`src/rtl/ascon_p_sequencer_if.sv`:
```
// Job-side handshake between the mode controller (master) and the
// Ascon permutation sequencer (slave).
interface ascon_p_sequencer_if #(
  parameter int BW = 64
);
  logic            in_valid;
  logic            in_ready;
  logic [5*BW-1:0] s_in;
  logic [3:0]      num_rounds;
  logic            out_valid;
  logic            out_ready;
  logic [5*BW-1:0] out_state;

  modport master (
    output in_valid, s_in, num_rounds, out_ready,
    input  in_ready, out_valid, out_state
  );

  modport slave (
    input  in_valid, s_in, num_rounds, out_ready,
    output in_ready, out_valid, out_state
  );
endinterface

```
`src/rtl/ascon_p_sequencer.sv`:
```
// Iterative driver for a single-round Ascon permutation core. Applies the
// last a_eff round indices of 0..11 to a 320-bit state, one round every
// CORE_LAT+1 cycles, feeding each core result back as the next input.
module ascon_p_sequencer #(
  parameter int BW       = 64,
  parameter int CORE_LAT = 2
) (
  input  logic                 clk,
  input  logic                 rst,
  ascon_p_sequencer_if.slave   job,
  output logic                 busy,
  output logic [3:0]           core_round,
  output logic [5*BW-1:0]      core_s_in,
  input  logic [5*BW-1:0]      core_s_out
);

  localparam int PH_W = (CORE_LAT > 0) ? $clog2(CORE_LAT + 1) : 1;
  localparam logic [PH_W-1:0] PH_LAST = PH_W'(CORE_LAT);

  typedef enum logic [1:0] {
    IDLE,
    RUN,
    DONE
  } state_t;

  state_t          state;
  state_t          state_nxt;
  logic [5*BW-1:0] st_reg;
  logic [3:0]      rnd_idx;
  logic [3:0]      rnd_cnt;
  logic [3:0]      a_eff;
  logic [PH_W-1:0] ph_cnt;
  logic            accept;
  logic            round_end;

  // Round count saturates at 12 (full p12)
  always_comb a_eff = (job.num_rounds > 4'd12) ? 4'd12 : job.num_rounds;

  // State register
  always_ff @(posedge clk) begin
    if (rst) state <= IDLE;
    else     state <= state_nxt;
  end

  // Next-state logic and handshake/status outputs
  always_comb begin
    state_nxt     = state;
    accept        = 1'b0;
    round_end     = 1'b0;
    job.in_ready  = 1'b0;
    job.out_valid = 1'b0;
    busy          = 1'b0;
    case (state)
      IDLE: begin
        job.in_ready = 1'b1;
        if (job.in_valid) begin
          accept    = 1'b1;
          state_nxt = (a_eff == 4'd0) ? DONE : RUN;
        end
      end
      RUN: begin
        busy = 1'b1;
        if (ph_cnt == PH_LAST) begin
          round_end = 1'b1;
          if (rnd_cnt == 4'd1) state_nxt = DONE;
        end
      end
      DONE: begin
        job.out_valid = 1'b1;
        if (job.out_ready) state_nxt = IDLE;
      end
      default: state_nxt = IDLE;
    endcase
  end

  // Working state, round index/count and per-round phase counter
  always_ff @(posedge clk) begin
    if (rst) begin
      st_reg  <= '0;
      rnd_idx <= '0;
      rnd_cnt <= '0;
      ph_cnt  <= '0;
    end else if (accept) begin
      st_reg  <= job.s_in;
      rnd_cnt <= a_eff;
      ph_cnt  <= '0;
      // Pass-through jobs keep the old index so core_round never reads 12
      if (a_eff != 4'd0) rnd_idx <= 4'd12 - a_eff;
    end else if (state == RUN) begin
      if (round_end) begin
        st_reg  <= core_s_out;
        rnd_cnt <= rnd_cnt - 4'd1;
        ph_cnt  <= '0;
        // Index stops at 11 after the last round instead of wrapping to 12
        if (rnd_cnt != 4'd1) rnd_idx <= rnd_idx + 4'd1;
      end else begin
        ph_cnt <= ph_cnt + PH_W'(1);
      end
    end
  end

  // Core inputs and result are straight views of the working state
  always_comb begin
    core_s_in     = st_reg;
    core_round    = rnd_idx;
    job.out_state = st_reg;
  end

endmodule
```
`src/flat_wrapper.sv`:
```
// flat-port wrapper written by rule: the top's interface ports become plain ports
module ascon_p_sequencer_flat 
#(
  parameter int BW       = 64,
  parameter int CORE_LAT = 2
)
  (clk, rst, busy, core_round, core_s_in, core_s_out, job_in_valid, job_s_in, job_num_rounds, job_out_ready, job_in_ready, job_out_valid, job_out_state);
  ascon_p_sequencer_if #(.BW(BW)) job_i ();
  input  logic clk;
  input  logic rst;
  output logic busy;
  output logic [3:0] core_round;
  output logic [5*BW-1:0] core_s_in;
  input  logic [5*BW-1:0] core_s_out;
  input wire logic [$bits(job_i.in_valid)-1:0] job_in_valid;
  input wire logic [$bits(job_i.s_in)-1:0] job_s_in;
  input wire logic [$bits(job_i.num_rounds)-1:0] job_num_rounds;
  input wire logic [$bits(job_i.out_ready)-1:0] job_out_ready;
  output wire logic [$bits(job_i.in_ready)-1:0] job_in_ready;
  output wire logic [$bits(job_i.out_valid)-1:0] job_out_valid;
  output wire logic [$bits(job_i.out_state)-1:0] job_out_state;
  assign job_i.in_valid = job_in_valid;
  assign job_i.s_in = job_s_in;
  assign job_i.num_rounds = job_num_rounds;
  assign job_i.out_ready = job_out_ready;
  assign job_in_ready = job_i.in_ready;
  assign job_out_valid = job_i.out_valid;
  assign job_out_state = job_i.out_state;
  ascon_p_sequencer #(.BW(BW), .CORE_LAT(CORE_LAT)) u_core (.clk(clk), .rst(rst), .job(job_i), .busy(busy), .core_round(core_round), .core_s_in(core_s_in), .core_s_out(core_s_out));
endmodule
```
`config.mk`:
```
export PLATFORM = sky130hd
export DESIGN_NAME = ascon_p_sequencer_flat
export DESIGN_NICKNAME = d
export VERILOG_FILES = /design/src/rtl/ascon_p_sequencer_if.sv /design/src/rtl/ascon_p_sequencer.sv /design/src/flat_wrapper.sv
export SDC_FILE = /design/constraint.sdc
export NUM_CORES = 1
export LEC_CHECK = 0
export CORE_AREA = 2 2 507 509
export CTS_CLUSTER_DIAMETER = 40
export DETAILED_ROUTE_END_ITERATION = 6
export DIE_AREA = 0 0 509 511
export GPL_ROUTABILITY_DRIVEN = 0
export SLEW_MARGIN = 5
export SYNTH_ARGS = -nofsm -noshare
export SYNTH_HDL_FRONTEND = slang
export SYNTH_SLANG_ARGS = --single-unit
```
`constraint.sdc`:
```
create_clock -name clk -period 5.5 [get_ports clk]
set_clock_uncertainty 0.15 [all_clocks]
set_input_delay 0.825 -clock clk [delete_from_list [all_inputs] [get_ports clk]]
set_output_delay 0.825 -clock clk [all_outputs]
set_load 0.02 [all_outputs]
```
Word level (Yosys, flattened, before mapping)
Index checks and enable logic that the tools add are counted.
{"block": "classes", "add_sub_neg": 4, "n_mul": 0, "div": 0, "n_lt_le_gt_ge": 1, "n_eq_ne": 10, "shifts": 0, "n_mux": 26, "bitwise_logic": 0, "reduce_logical": 10}
{"op": "320-bit two-way mux", "count": 3}
{"op": "4-bit two-way mux", "count": 9}
{"op": "2-bit two-way mux", "count": 6}
{"op": "4-bit AND reduction", "count": 2}
{"op": "1-bit two-way mux", "count": 7}
{"op": "2-bit inequality test, second input constant", "count": 3}
{"op": "2-bit case mux with 3 select lines", "count": 1}
{"op": "2-bit nonzero test", "count": 3}
{"op": "4-bit by 1-bit adder with 4-bit output, second input constant", "count": 1}
{"op": "2-bit == test, second input constant", "count": 2}
{"op": "4-bit by 1-bit == test with 1-bit output, second input constant", "count": 1}
{"op": "4-bit > comparator, second input constant", "count": 1}
{"op": "4-bit zero test", "count": 1}
{"op": "2-bit by 1-bit inequality test with 1-bit output, second input constant", "count": 2}
{"op": "4-bit by 1-bit inequality test with 1-bit output, second input constant", "count": 1}
{"op": "4-bit nonzero test", "count": 1}
{"op": "4-bit by 1-bit subtractor with 4-bit output, second input constant", "count": 1}
{"op": "4-bit subtractor, first input constant", "count": 1}
{"op": "2-bit by 1-bit adder with 2-bit output, second input constant", "count": 1}
{"op": "2-bit by 1-bit == test with 1-bit output, second input constant", "count": 1}
{"op": "2-bit zero test", "count": 1}
{"op": "2-bit AND reduction", "count": 1}
{"op": "2-bit OR reduction", "count": 1}
{"block": "totals", "regBits": 332, "latchBits": 0, "ram_bits": 0, "rom_bits": 0, "output_inout_bits": 647, "mem_count": 0}

Depth between registers and ports, before layout
{"block": "logic_depth", "depth_word": 6, "mapped_depth": 10}

Worst setup path after synthesis
OpenSTA, ideal clock, no wires.
{"block": "synth_path", "path_type": "input -> register", "from": "in job_num_rounds[3]", "to": "reg u_core.rnd_idx[0], in the netlist u_core.core_round[0]", "setup_time_ns": 0.117, "t_arrival_ns": 2.184, "required_time_ns": 5.233, "slack_ns": 3.048, "cell_stages": 7, "path_cell_list": "nand2_1 > nand2_1 > ha_1 > or3b_2 > mux2i_1 > nor2_1 > a32o_1"}
{"block": "synth_between", "elab_chain_cells": 5, "elab_cells_between_ends": 8}
{"element": "start: declaration", "line": "flat_wrapper.sv:17", "source": "input wire logic [$bits(job_i.num_rounds)-1:0] job_num_rounds;"}
{"element": "4-bit > comparator", "line": "ascon_p_sequencer.sv:37", "source": "always_comb a_eff = (job.num_rounds > 4'd12) ? 4'd12 : job.num_rounds;"}
{"element": "4-bit two-way mux *", "line": "ascon_p_sequencer.sv:37"}
{"element": "4-bit subtractor or 4-bit nonzero test (tied branches)", "line": "ascon_p_sequencer.sv:88", "source": "if (a_eff != 4'd0) rnd_idx <= 4'd12 - a_eff;"}
{"element": "4-bit two-way mux or 2-bit inequality test (tied branches)"}
{"element": "4-bit two-way mux or 4-bit AND reduction (tied branches)"}
{"element": "end signal: assignment", "line": "ascon_p_sequencer.sv:88"}
{"element": "end signal: assignment", "line": "ascon_p_sequencer.sv:95", "source": "if (rnd_cnt != 4'd1) rnd_idx <= rnd_idx + 4'd1;"}
{"element": "end: declaration", "line": "ascon_p_sequencer.sv:29", "source": "logic [3:0] rnd_idx;"}
Every way passes the cells marked *; elsewhere a longest branch is shown, timed or not. The select of a mux whose other input is x is not followed.
A chain may end at the register's enable or synchronous reset.

Worst setup path in the final report
{"block": "layout_path", "from": "reg u_core.state[0]", "to": "out busy"}
{"block": "layout_between", "elab_chain_cells": 2}
{"element": "start: declaration", "line": "ascon_p_sequencer.sv:26", "source": "state_t state;"}
{"element": "start signal: assignment", "line": "ascon_p_sequencer.sv:42", "source": "else state <= state_nxt;"}
{"element": "2-bit by 1-bit == test with 1-bit output", "line": "ascon_p_sequencer.sv:53", "source": "case (state)"}
{"element": "1-bit two-way mux", "line": "ascon_p_sequencer.sv:53"}
{"element": "end: declaration", "line": "flat_wrapper.sv:11", "source": "output logic busy;"}
Every way passes these cells.

==> results_dict.tcl <==
set metrics [dict create \
    status "finished, final reports clean" \
    finalSetupViolCount 0 \
    relSlewSlack 0.279 \
    holdWs_ps 362 \
    max-cap-violations 0 \
    swShare 0.359 \
    antenna_found_initial 190 \
    fin_tns_setup_ps 0 \
    worstPathArrival_ps 2680 \
    cts_tree "yes" \
    hold_viol 0 \
    critPathTopFamily "buffers and inverters" \
    cp_data_required_time_ps 4530 \
    routed_wl_mm 189 \
    layout_worst_path_cycle_share 0.664 \
    critPathKind "reg -> out" \
    final_common_cell "clkdlybuf4s50_1" \
    grt_pass1_wl_mm 231 \
    overflow 0 \
    fmax_mhz 274 \
    clock_latency_ps 750 \
    die-area_um2 260000 \
    layout-drive-gt1-share 0.0784 \
    synth_seq_cells 332 \
    path_max_fanout 9 \
    grtUsageTotal 0.139 \
    post-cts-setup-buffers 0 \
    viasPerCell 3.21 \
    grt_max_degree 160 \
    synthTopCellsByArea "dfxtp_1 (38%), buf_4 (14%), nand2_1 (14%)" \
    port_buffers 1294 \
    tightest_slew_ps 1080 \
    pwr-share-comb 0.298 \
    p_leak_nw 11.8 \
    cts-root-buf "clkbuf_16" \
    netlist.top_cell.by_area "dfxtp_1" \
    cts_max_level 3 \
    critical_path.endpoint_type "primary output" \
    post-dp-hpwl_mm 165 \
    core-area_um2 255000 \
    holdBufCountCts 0 \
    num-fill-cells 28900 \
    wl_per_cell_um 28.5 \
    cp_cell_sequence "inv_1 > nor2_1 > clkdlybuf4s50_1" \
    synth_area_um2 17400 \
    yosysSeqAreaShare 0.383 \
    syn-num-nets 2848 \
    powerDensity_nw_per_um2 348 \
    clk_pin_slew_ps 50 \
    drc 0 \
    rsz0062_at_grt "false" \
    num_vias 21200 \
    final_cell_mix "clkdlybuf4s50_1 (1293), nand2_1 (648), dfxtp_1 (332)" \
    cts_buffers 90 \
    nets 3754 \
    synth.distinct_cells 37 \
    worstHoldPathType "reg -> reg" \
    peakVddDrop_mv 0.250 \
    pre_cts_ws_ps 1880 \
    clockPowerShare 0.457 \
    stdcell_area_um2 34700 \
    cts_resized 0 \
    ys_warn_count 0 \
    dieWidth_um 509 \
    drtIter0Drc 1360 \
    syn_inst 2196 \
    synth_top_cell_area_share 0.383 \
    power.switching_mw 4.34 \
    start_util 0.0680 \
    drtAntennaViolNets 0 \
    dr.pass1.iters 5 \
    cpPeakStageDelay_ps 1030 \
    cp_num_buf_inv 2 \
    area.growth.synth_to_final_pct 100 \
    clock_path_buffers 3 \
    p_int_mw 7.75 \
    layout_setup_ws_ps 1850 \
    grt_pass1_vias 20400 \
    die_h_um 511 \
    syn_avg_cell_area_um2 7.91 \
    crit_path_top_delay_cell "clkdlybuf4s50_1" \
    start_kind "register" \
    seqPwrFrac 0.246 \
    power.total_mw 12.1 \
    post-route-min-period_ps 3650 \
    slew_viol_final 0 \
    place_area_um2 31500 \
    rows 186 \
    ios 1295 \
    cts_sinks 332 \
]
[cell families (layout without fill, tap and decap cells)]
| group | after synthesis | in the layout | share of synthesized area |
|---|---|---|---|
| AND/OR/NAND/NOR | 996 | 996 | 0.219 |
| multiplexers | 6 | 6 | 0.00353 |
| flip-flops | 332 | 332 | 0.383 |
| AO/OA/AOI/OAI | 344 | 344 | 0.193 |
| adder cells (fa/ha/maj) | 4 | 4 | 0.00288 |
| XOR/XNOR | 3 | 3 | 0.00151 |
| other | 0 | 57 | 0 |
| buffers and inverters | 511 | 1492 | 0.198 |
[tightest hold or removal path: stages (launching register included)]
cell	delay, ps
dfxtp_1	310
nor2_1	100
a311oi_1	50
[synth_stat cells (all sizes together)]
cell type / n
nand2: 648
buf: 397
dfxtp: 332
nor2: 328
a311oi: 322
clkbuf: 108
a21oi: 7
inv: 6
nor3: 6
mux2i: 5
ha: 4
nor2b: 3
nor3b: 3
or3b: 3
a211oi: 2
nand3: 2
o211ai: 2
o21a: 2
o21ai: 2
xor2: 2
a211o: 1
a22oi: 1
a311o: 1
a31oi: 1
a32o: 1
a32oi: 1
mux2: 1
nor4bb: 1
o31ai: 1
or2: 1
or4: 1
xnor2: 1
[area by class of cell]
type,instances,area [um2],share of cell area
Antenna cell,57,143,0.00410
Inverter,6,22.5,0.000648
Clock buffer,107,2400,0.0690
Sequential cell,332,6650,0.191
Multi-Input combinational cell,1353,7290,0.210
Timing Repair Buffer,1319,13300,0.382
Clock inverter,60,731,0.0210
Tap cell,3384,4230,0.122
[metrics by stage]
stage | util | instances
floorplan | - | 2196
global placement | 0.123 | 6394
detailed placement | 0.123 | 6394
CTS | 0.136 | 6561
global route | 0.136 | 6593
finish | 0.136 | 6618
[registers in the layout, summed over array words and instances (netlist names)]
register and flops:
u_core.core_s_in 320, u_core.core_round 4, u_core.rnd_cnt 4, u_core.ph_cnt 2
u_core.state 2
[layer usage]
metal / GRT usage / wire length, um / share of wire
met5: 0 / 598 / 0.0032
met4: 0.0790 / 12100 / 0.064
met3: 0.108 / 34000 / 0.18
met2: 0.213 / 80200 / 0.43
met1: 0.132 / 61800 / 0.33
[worst paths after layout]
path                            slack [ps]                    end                  from  cells past startpoint
worst max-delay path                  1850                   busy       u_core.state[0]                      3
worst min-delay path                   360   u_core.core_s_in[19]  u_core.core_s_in[19]                      2
worst max register to register        2560  u_core.core_s_in[272]       u_core.state[0]                      6
worst min register to register         360   u_core.core_s_in[19]  u_core.core_s_in[19]                      2
[power by group through the flow]
stage / clock (mW) / combinational (mW) / sequential, mW
after floorplan: 0 / 1.49 / 3.19
final: 5.52 / 3.59 / 2.97
after CTS: 5.69 / 3.66 / 2.97
after detailed placement: 0 / 3.64 / 3.01
after global placement: 0 / 3.64 / 2.99
after global routing: 5.79 / 3.84 / 2.99
Note: power is estimated with default switching activity, not from simulation.
==> RTL change 1: new RTL, same flow settings <==
`CORE_LAT` is set to 2 in 2 places; all go to 4.
--- a/src/rtl/ascon_p_sequencer.sv
+++ b/src/rtl/ascon_p_sequencer.sv
@@ -5,3 +5,3 @@
   parameter int BW       = 64,
-  parameter int CORE_LAT = 2
+  parameter int CORE_LAT = 4
 ) (
--- a/src/flat_wrapper.sv
+++ b/src/flat_wrapper.sv
@@ -4,3 +4,3 @@
   parameter int BW       = 64,
-  parameter int CORE_LAT = 2
+  parameter int CORE_LAT = 4
 )
Check against the original RTL: not settled (the Yosys comparison gave no result); the edit may change what the design does.
==> RTL change 1 against the unedited design <==
  * Routed wire length grew 12%
  * Final area is 2.4% higher
  * Sequential cell count grew 1
  * Power is 24% higher
  * Synthesized area grew 2.0%
  * Setup slack got worse by 0.078 ns
  * Count of clock-buffer cells in the layout up 16
  * First-iteration DRC count rose by 27%
  * Die area unchanged
==> RTL change 1: results (changes against the unedited design) <==
[global_routing]
grt_pass1_wl_mm=256  ; +11%
grt_max_degree=158  ; -1.3%
grt_antenna_before_repair=232  ; +22%
grt_usage_pct=15.6  ; +1.7 points
grt_pass1_vias=20600  ; +1.4%

[timing]
slew_headroom_pct=31.0  ; +3.1 points
setup_viol=0  ; unchanged

[setup_path]
worst-r2r-cell-count=4  ; -2
cp.arrival_ns=2.75  ; +0.07 ns
critPathSlowestCell=clkdlybuf4s50_1
cpLargestDelayFamily=buffers and inverters
critPathMaxFanout=12  ; +3
critPathMaxStageDelay_ns=0.88  ; -0.15 ns

[synthesis]
ys_types=44  ; +19%
yosys_warnings=0  ; unchanged
synth-seq-area-share_pct=37.6  ; -0.65 points
ys_top_cells_by_count=nand2_1, buf_4, dfxtp_1
synth_nets=2858  ; +0.35%
synth-main-ff-cell=dfxtp_1
syn_inst=2204  ; +0.36%
synthArstFlopShare_pct=0  ; unchanged
synthTopCellsByArea=dfxtp_1, buf_4, nand2_1

[drt]
routed_wl_mm=212  ; +12%
ant_nets=0  ; unchanged
vias=21600  ; +1.7%
drt_iter0_markers=1728  ; +27%
first_pass_iters=6  ; +1

[clock_network]
worstSkewPairLatency_ns=0.71  ; -0.04 ns
clockRootBuffer=clkbuf_16
cts_buffer_depth=3  ; unchanged
cts-buffers-inserted=96  ; +6.7%
htree_levels=3  ; unchanged
ctsResizeCount=0  ; unchanged
clk_pin_slew_ns=0.04
cts_setup_buffers=0  ; unchanged

[finish]
layout.nets=3774  ; +0.53%
drive_gt1_share_pct=9.76  ; +1.9 points
fin_cells=6638  ; +0.30%
largest_reg_flops=320  ; unchanged

[power]
p_leak_nw=12.1  ; +2.2%
pg_seq_mw=3.28  ; +10%
comb_power_mw=5.56  ; +55%
intPower_mw=9.22  ; +19%
p_comb_share_pct=37.0  ; +7.2 points
peakVddDrop_v=0.000215  ; -14%

[placement]
preCtsSetupSlack_ns=1.85  ; -0.0236 ns
placed_cells_incl_taps=6406  ; +0.19%
dp_hpwl_mm=187  ; +14%
port_buffers=1294  ; unchanged
post_dp_cell_area_sq_um=31900  ; +1.4%

[run_status]
outcome=finished, final reports clean

[die]
coreArea_sq_um=255000  ; unchanged

## RTL change 1: tightest hold or removal path, stage by stage, from the launching register on
cell	delay, ns
dfxtp_1	0.32
nand2_1	0.06
a21oi_1	0.06
## RTL change 1: area by class of cell
cell class	instances	area [sq um]
Multi-Input combinational cell	1360	7640
Timing Repair Buffer	1322	13300
Sequential cell	333	6670
Fill cell	28800	220000
Inverter	7	26.3
Clock buffer	123	2720
Clock inverter	53	821
Tap cell	3384	4230
Antenna cell	56	140
## RTL change 1: path summary, 6_finish.rpt
| check | startpoint | end | slack [ns] |
|---|---|---|---|
| hold reg to reg | u_core.rnd_cnt[1]$_SDFFE_PP0P_ | u_core.rnd_cnt[1]$_SDFFE_PP0P_ | 0.35 |
| hold / removal | u_core.rnd_cnt[1]$_SDFFE_PP0P_ | u_core.rnd_cnt[1]$_SDFFE_PP0P_ | 0.35 |
| setup / recovery | u_core.state[0]$_SDFFE_PP0P_ | busy | 1.77 |
| setup reg to reg | u_core.state[1]$_SDFFE_PP0P_ | u_core.core_s_in[61]$_SDFFE_PP0P_ | 2.68 |
## RTL change 1: layer usage
metal | track usage (%) | routed length (um)
met4 | 5.30 | 8110
met2 | 22.7 | 86000
met5 | 0 | 971
met3 | 14.7 | 45000
met1 | 15.5 | 71500
## RTL change 1: logic make-up (layout without fill, tap and decap cells)
| kind of cell | after synthesis | after routing | share of synthesized area, % |
|---|---|---|---|
| fa+ha+maj | 6 | 6 | 0.424 |
| buf+inv | 511 | 1505 | 19.3 |
| compound gates | 348 | 348 | 20.8 |
| xor+xnor | 3 | 3 | 0.148 |
| other cells | 0 | 56 | 0 |
| mux | 1 | 1 | 0.0636 |
| flops | 333 | 333 | 37.6 |
| simple gates | 1002 | 1002 | 21.7 |
==> RTL change 2: new RTL, config.mk and constraints unchanged <==
Made on the original files. Make the reset (`rst`) asynchronous in 2 clocked blocks.
--- a/src/rtl/ascon_p_sequencer.sv
+++ b/src/rtl/ascon_p_sequencer.sv
@@ -39,3 +39,3 @@
   // State register
-  always_ff @(posedge clk) begin
+  always_ff @(posedge clk or posedge rst) begin
     if (rst) state <= IDLE;
@@ -76,3 +76,3 @@
   // Working state, round index/count and per-round phase counter
-  always_ff @(posedge clk) begin
+  always_ff @(posedge clk or posedge rst) begin
     if (rst) begin
Behaviour: not the same (Yosys sat finds a counterexample within 4 cycles, from zero or initial values and one cycle with rst high; the reset may be asserted at any time).
==> RTL change 2 against the unedited design <==
  * Routed wire length grew 13%
  * Largest cell class unchanged
  * Critical path type unchanged
  * Sequential share of layout area grew 4.4 points
  * Global-route usage grew 1.8 points
  * Synthesized area grew 0.84%
  * Critical endpoint is now job_out_state[258]
  * Final area grew 1.5%
  * First-iteration DRC count grew 18%
  * Sequential cell count is the same
  * Hold slack gained 0.037 ns
  * The run now ends with DRC left
  * Setup slack gained 0.26 ns
Power is not compared: it rests on default switching activity, and its combinational part moved more than twofold at a synthesized area within 25%.
==> RTL change 2: results (changes against the unedited design) <==
[finish]
fin_cells=6623  ; +0.076%
drive_gt1_share_pct=5.69  ; -2.2 points
layout.nets=3748  ; -0.16%

[clock_network]
cts-buffers-inserted=84  ; -6.7%
worstSkewPairLatency_ns=0.72  ; -0.03 ns

[placement]
preCtsSetupSlack_ns=1.89  ; +0.0135 ns
post_dp_cell_area_sq_um=32000  ; +1.6%
dp_hpwl_mm=188  ; +14%

[synthesis]
synthTopCellsByArea=dfrtp_1, buf_4, nand2_1
synthArstFlopShare_pct=100  ; +100 points
synth-compound-area-share_pct=12.2  ; -7.0 points
syn_area_per_cell_sq_um=8.14  ; +3.0%
synth_xor_area_share_pct=0.150  ; -0.0013 points
synthMuxAreaShare_pct=0.236  ; -0.12 points
synthAdderAreaFrac_pct=0.286  ; -0.0024 points
synth-seq-area-share_pct=47.4  ; +9.2 points
ys_types=33  ; -11%

[run_status]
outcome=complete, but fails checks
violations=DRC

[drt]
route.met2.wl_mm=89.1  ; +11%
drt_iter0_markers=1606  ; +18%
routed_wl_mm=212  ; +13%
post-route-drc-count=1  ; +1
wl_met1_mm=69.3  ; +12%
vias=20900  ; -1.3%
wl_met3_mm=44.4  ; +31%

[global_routing]
grt_pass1_vias=20200  ; -0.69%
grt_pass1_wl_mm=257  ; +11%
grt_max_degree=127  ; -21%
grt_usage_pct=15.7  ; +1.8 points
grt_use_met1_pct=15.0  ; +1.8 points
grt_antenna_before_repair=236  ; +24%
grt_use_met2_pct=23.4  ; +2.1 points

[setup_path]
critPathMaxFanout=3  ; -6
critPathMaxStageDelay_ns=1.00  ; -0.03 ns
cp.arrival_ns=2.42  ; -0.26 ns

[timing]
tightest_slew_ns=1.14  ; +0.0538 ns

RTL change 2: final timing paths:
path,startpoint,slack [ns],end
worst min register to register,u_core.core_round[3]$_DFFE_PP0P_,0.40,u_core.core_round[3]$_DFFE_PP0P_
worst max-delay path,u_core.core_s_in[258]$_DFFE_PP0P_,2.11,job_out_state[258]
worst max register to register,u_core.state[1]$_DFFE_PP0P_,2.52,u_core.core_s_in[297]$_DFFE_PP0P_
worst min-delay path,u_core.core_round[3]$_DFFE_PP0P_,0.40,u_core.core_round[3]$_DFFE_PP0P_
max in group asynchronous,rst,3.47,u_core.core_s_in[87]$_DFFE_PP0P_
min in group asynchronous,rst,0.48,u_core.core_s_in[280]$_DFFE_PP0P_
RTL change 2: area by class of cell:
type,count,area (sq um),share of cell area (%)
repair buffers,1326,13400,37.9
flip-flops and latches,332,8310,23.5
multi-input cells,1348,6060,17.2
well taps,3384,4230,12.0
clock buffers,108,2300,6.53
clock inverters,48,810,2.29
diodes,73,183,0.518
inverters,4,18.8,0.0532
